===== config.mk =====
export PLATFORM = sky130hd
export DESIGN_NAME = reg_access_arbiter
export DESIGN_NICKNAME = d
export VERILOG_FILES = /design/src/rtl/reg_access_arbiter.sv
export SDC_FILE = /design/constraint.sdc
export NUM_CORES = 1
export LEC_CHECK = 0
export ABC_AREA = 1
export BUFFER_PORTS_ARGS = -buffer_cell sky130_fd_sc_hd__buf_2
export CAP_MARGIN = 15
export CORE_AREA = 4 4 89 91
export CTS_BUF_LIST = sky130_fd_sc_hd__clkbuf_16
export DETAILED_ROUTE_END_ITERATION = 6
export DIE_AREA = 0 0 93 95
export PLACE_DENSITY_LB_ADDON = 0.05
export SLEW_MARGIN = 20
export SYNTH_ARGS = -nofsm -noshare
export SYNTH_HDL_FRONTEND = slang
export SYNTH_SLANG_ARGS = --single-unit

===== constraint.sdc =====
create_clock -name clk -period 1.62 [get_ports clk]
set_input_delay 0.324 -clock clk [delete_from_list [all_inputs] [get_ports clk]]
set_output_delay 0.324 -clock clk [all_outputs]
set_load 0.02 [all_outputs]

===== src/rtl/reg_access_arbiter.sv =====
// ---------------------------------------------------------------------------
// reg_access_arbiter
//
// Single-port access controller for a 2^AW x DW configuration register array
// shared by two requesters: the host register port (cfg_*) and the
// deserialised two-wire port (twp_*). Each grant runs exactly one RAM access
// through IDLE -> ACC -> DONE -> IDLE.
//
// Handshake (both requesters): req is a level held with cmd/addr/wdata until
// the one-cycle completion pulse (cfg_rdy / twp_ack). The requester drops req
// in the cycle after the pulse; a req still high then is a new request. The
// winner's cmd/addr/wdata are captured at grant, so later changes are ignored.
//
// Compile-time option: ARB_ROUND_ROBIN_EN
//   defined   - round-robin between cfg and twp (pointer starts favouring cfg)
//   undefined - fixed priority, cfg over twp
//
// Ports
//   clk, reset                 clock, synchronous active-high reset
//   cfg_req/cmd/addr/wdata     host request (cmd 1 = write, 0 = read)
//   cfg_rdy, cfg_rdata         host completion pulse, read data
//   twp_req/cmd/addr/wdata     two-wire request
//   twp_ack, twp_rdata         two-wire completion pulse, read data
//   twp_drop                   with twp_ack: twp write discarded by collision
//   ram_en/we/addr/wdata       RAM access strobe, write enable, address, data
//   ram_rdata                  RAM read data, one cycle after ram_en
//   drop_cnt                   saturating count of discarded twp writes
// ---------------------------------------------------------------------------
module reg_access_arbiter #(
    parameter int AW    = 8,
    parameter int DW    = 16,
    parameter int CNT_W = 8
) (
    input  logic             clk,
    input  logic             reset,
    input  logic             cfg_req,
    input  logic             cfg_cmd,
    input  logic [AW-1:0]    cfg_addr,
    input  logic [DW-1:0]    cfg_wdata,
    output logic             cfg_rdy,
    output logic [DW-1:0]    cfg_rdata,
    input  logic             twp_req,
    input  logic             twp_cmd,
    input  logic [AW-1:0]    twp_addr,
    input  logic [DW-1:0]    twp_wdata,
    output logic             twp_ack,
    output logic [DW-1:0]    twp_rdata,
    output logic             twp_drop,
    output logic             ram_en,
    output logic             ram_we,
    output logic [AW-1:0]    ram_addr,
    output logic [DW-1:0]    ram_wdata,
    input  logic [DW-1:0]    ram_rdata,
    output logic [CNT_W-1:0] drop_cnt
);

    typedef enum logic [1:0] {
        IDLE = 2'd0,
        ACC  = 2'd1,
        DONE = 2'd2
    } state_t;

    state_t           state;
    logic             cmd_q;      // captured command of the winner
    logic             gnt_twp_q;  // 1 = twp owns the current access
    logic             coll_q;     // current access is a same-address write collision
    logic [AW-1:0]    addr_q;
    logic [DW-1:0]    wdata_q;
    logic [DW-1:0]    cfg_rdata_q;
    logic [DW-1:0]    twp_rdata_q;
    logic [CNT_W-1:0] drop_cnt_q;

    logic any_req;
    logic collision;
    logic pick_twp;
    logic done;

    assign any_req   = cfg_req || twp_req;
    // Only two writes to the same address collide; cfg's write is the one kept.
    assign collision = cfg_req && twp_req && cfg_cmd && twp_cmd && (cfg_addr == twp_addr);

`ifdef ARB_ROUND_ROBIN_EN
    logic last_twp_q;  // 1 = twp was granted last, so cfg wins the next tie

    // Collisions always go to cfg, whatever the pointer says.
    assign pick_twp = twp_req && (!cfg_req || (!collision && !last_twp_q));

    always_ff @(posedge clk) begin
        if (reset) begin
            last_twp_q <= 1'b1;
        end else if (state == IDLE && any_req) begin
            last_twp_q <= pick_twp;
        end
    end
`else
    assign pick_twp = twp_req && !cfg_req;
`endif

    // Strobes are gated by reset so a reset landing in ACC or DONE suppresses
    // the RAM write and the completion pulse in that same cycle.
    assign ram_en    = (state == ACC) && !reset;
    assign ram_we    = ram_en && cmd_q;
    assign ram_addr  = addr_q;
    assign ram_wdata = wdata_q;

    assign done      = (state == DONE) && !reset;
    assign cfg_rdy   = done && (!gnt_twp_q || coll_q);
    assign twp_ack   = done && (gnt_twp_q || coll_q);
    assign twp_drop  = done && coll_q;
    assign drop_cnt  = drop_cnt_q;

    // RAM data only arrives in DONE, so the completing read is passed through
    // during its pulse; the holding register keeps it visible afterwards.
    assign cfg_rdata = (cfg_rdy && !cmd_q) ? ram_rdata : cfg_rdata_q;
    assign twp_rdata = (twp_ack && !cmd_q) ? ram_rdata : twp_rdata_q;

    always_ff @(posedge clk) begin
        if (reset) begin
            state       <= IDLE;
            cmd_q       <= 1'b0;
            gnt_twp_q   <= 1'b0;
            coll_q      <= 1'b0;
            addr_q      <= '0;
            wdata_q     <= '0;
            cfg_rdata_q <= '0;
            twp_rdata_q <= '0;
            drop_cnt_q  <= '0;
        end else begin
            case (state)
                IDLE: begin
                    if (any_req) begin
                        state     <= ACC;
                        gnt_twp_q <= pick_twp;
                        coll_q    <= collision;
                        cmd_q     <= pick_twp ? twp_cmd   : cfg_cmd;
                        addr_q    <= pick_twp ? twp_addr  : cfg_addr;
                        wdata_q   <= pick_twp ? twp_wdata : cfg_wdata;
                    end
                end
                ACC: begin
                    state <= DONE;
                end
                DONE: begin
                    state <= IDLE;
                    if (!cmd_q) begin
                        if (gnt_twp_q) begin
                            twp_rdata_q <= ram_rdata;
                        end else begin
                            cfg_rdata_q <= ram_rdata;
                        end
                    end
                    if (coll_q && (drop_cnt_q != '1)) begin
                        drop_cnt_q <= drop_cnt_q + CNT_W'(1);
                    end
                end
                default: begin
                    state <= IDLE;
                end
            endcase
        end
    end

endmodule


==> metrics.cfg <==
[timing]
timing.clock.skew_ns=0.004171
worst_pin_slew_ns=0.3068
setup_viol=35
finalHoldViolCount=0
maxSlewHeadroom_pct=79.36
max_freq_mhz=493.0
setup_ws_ns=-0.4082
drv_slew=0
rsz0062_at_grt=true
fin_crit_sh_pct=125.2
min_period_ns=2.028

[worst_setup_path]
cp-end-kind=primary output
critPathMaxFanout=11
crit_start=state[0]
reg2reg_to=twp_rdata_q[12]
r2r-start=state[0]
reg2regPathDepth=10
r2r_slack_ns=0.15
cp.required_ns=1.30
worst-setup-path-type=flip-flop to primary output
crit_path_start_kind=flip-flop
crit_arrival_ns=1.70

[pwr]
peakVddDrop_mv=0.5972
leakagePower_nw=2.454
power_density_nw_per_um2=884.7
power_w=0.004669

[synth]
synthTopCellsByCount=100 x nand2_1, 69 x dfxtp_1, 59 x o21ai_0
yosysMostFrequentCell=nand2_1
seq_area_frac_synth_pct=41.53
syn-num-nets=543
yosys_register_bits=69
synth_edf_count=0
avgSynthCellArea_sq_um=7.046
synth_cell_type_count=25
syn_inst=472
synthFlopType=dfxtp_1
synthTopCellsByArea=dfxtp_1 42%, nand2_1 11%, o21ai_0 8.9%, a21oi_1 5.9%, nand3_1 5.3%
syn_area_sq_um=3326
async_reset_ff_share_pct=0
synth_top_area_cell=dfxtp_1
synth_warnings=0
synth_top_area_share_pct=41.53

[placement]
dpl.cell_count=699
finalWeightedCongestion=0.7685
dp_hpwl_um=6766
dp_slack_ns=-0.09221
port_buffers=138

[job]
drv_cap=0

[floorplanning]
start_util_pct=46.60
pin_count=139
die-area_sq_um=8835
die_w_um=93
num_rows=31
core_sq_um=7137
fp.dieH_um=95

[detailed_routing]
viasPerCell=5.210
firstDrtPassIters=4
routedWlPerCell_um=14.98
antenna_left=0
drt_wl_total_um=10840
dr.first_iter.drc_count=190
dr_total_vias=3772
drc=0

[worst_hold_path]
hold_depth=3
hp-start=cfg_wdata[0]
min_to=ram_wdata[0]
worstHoldPathType=input pin to flip-flop

[clock_tree]
numCtsBuffers=9
cts_hold_buffers=0
cts-root-buf=clkbuf_16
cts.reportedPaths.clkPinSlew_ns=0.06
h-tree-depth=3
clock-sinks=69
cts_tree=yes
insertion_delay_ns=0.33
clk_path_buf_depth=2

[layout]
register_area_sq_um=1384
final_util_pct=73.95
syn_to_final_growth_pct=58.69
fillCellCount=583
final_nets=691
layout-drive-gt1-share_pct=40.80
multi_input_area_sq_um=2056
fin_cells=724
num_antenna_cells=0

[grt]
grt_pass1_wl_um=16590
overflow=0
grt_use_total_pct=23.60
grt_max_degree=52
grt_pass1_vias=3477
antenna_found_initial=0

[status]
status=finished with violations
violations=negative setup slack

-- power by group --
group	leakage [nW]	switching, W	internal [W]
Sequential	0.565	0.0000591	0.00181
Combinational	1.74	0.000544	0.000365
Clock	0.153	0.000723	0.00117
-- repair_timing --
item                                   in CTS  in global routing
setup endpoints to repair                  35                 37
endpoints found under the hold margin       0                  0
cloned                                      4                  0
resized for setup                          69                 49
buffers inserted                            2                  3
pin swaps                                   0                  1
-- kinds of logic (layout without fill, tap and decap cells) --
logic type	after synthesis	after routing	synth area share, %
adder cells (fa/ha/maj)	1	1	0.3762
flip-flops	69	69	41.53
buffers and inverters	78	231	10.46
AO/OA/AOI/OAI	157	157	26.03
AND/OR/NAND/NOR	162	162	20.28
XOR/XNOR	5	5	1.317
-- sequential cells by signal, indices dropped and copies added, names as in the netlist --
| name | flops |
|---|---|
| twp_rdata_q | 16 |
| cfg_rdata_q | 16 |
| coll_q | 1 |
| gnt_twp_q | 1 |
| ram_wdata | 16 |
| cmd_q | 1 |
| drop_cnt | 8 |
| state | 2 |
| ram_addr | 8 |
-- metrics by stage --
step | setup TNS (ns) | hold slack (ns) | instance area, sq um
floorplan | -0.04747 | 0.4341 | 3580
global placement | -1.104 | 0.4936 | 4447
detailed placement | -1.662 | 0.4974 | 4447
CTS | -12.05 | 0.2471 | 5071
global route | -14.42 | 0.2568 | 5278
finish | -12.22 | 0.2526 | 5278
-- worst max path at each step --
stage / slack [ns] / endpoint
6_report: -0.41 / cfg_rdata[1]
2_1_floorplan: -0.007 / cfg_rdata[0]
3_3_place_gp: -0.05 / cfg_rdata[6]
3_5_place_dp: -0.09 / cfg_rdata[8]
5_1_grt: -0.46 / cfg_rdata[1]
4_1_cts: -0.40 / twp_rdata[5]
-- critical path: stages, from the launching register on --
cell and delay, ns:
dfxtp_2 0.31, inv_2 0.05, nand2_2 0.05, nor2_2 0.09, inv_2 0.07, a21oi_4 0.15
nand2_4 0.12, buf_12 0.19, o21ai_2 0.18, buf_6 0.15
-- placed cells by master, fill, tap and decap left out, types with 2 or more instances in the layout --
master and count:
inv_1 45, buf_12 6, buf_2 106, nor2_1 19, buf_6 25, buf_4 26
nand3_1 35, nand2_2 12, o21ai_0 59, o21ai_2 5, nand2_4 18, a31oi_1 25
dfxtp_2 2, a21oi_4 2, dfxtp_1 67, xnor2_1 2, a21oi_1 39, xor2_1 3
buf_16 4, clkinv_2 2, nand2_1 73, o21ai_4 27, clkbuf_16 9, inv_2 5
-- cell type report --
type / count / area share, %
multi-input combinational: 325 / 38.95
sequential: 69 / 26.22
timing repair buffer: 168 / 23.73
clock buffer: 9 / 4.267
inverter: 47 / 3.343
tap: 99 / 2.347
clock inverter: 7 / 1.138
-- routing by layer --
metal	vias to the layer above	part of all wire [%]	track usage (%)
met5	-	0	0
met4	0	1.5	7.326
met3	16	7.3	7.092
met2	116	51	38.57
met1	1764	40	30.02
li1	1876	-	-
Power figures use the tool's default switching activity.
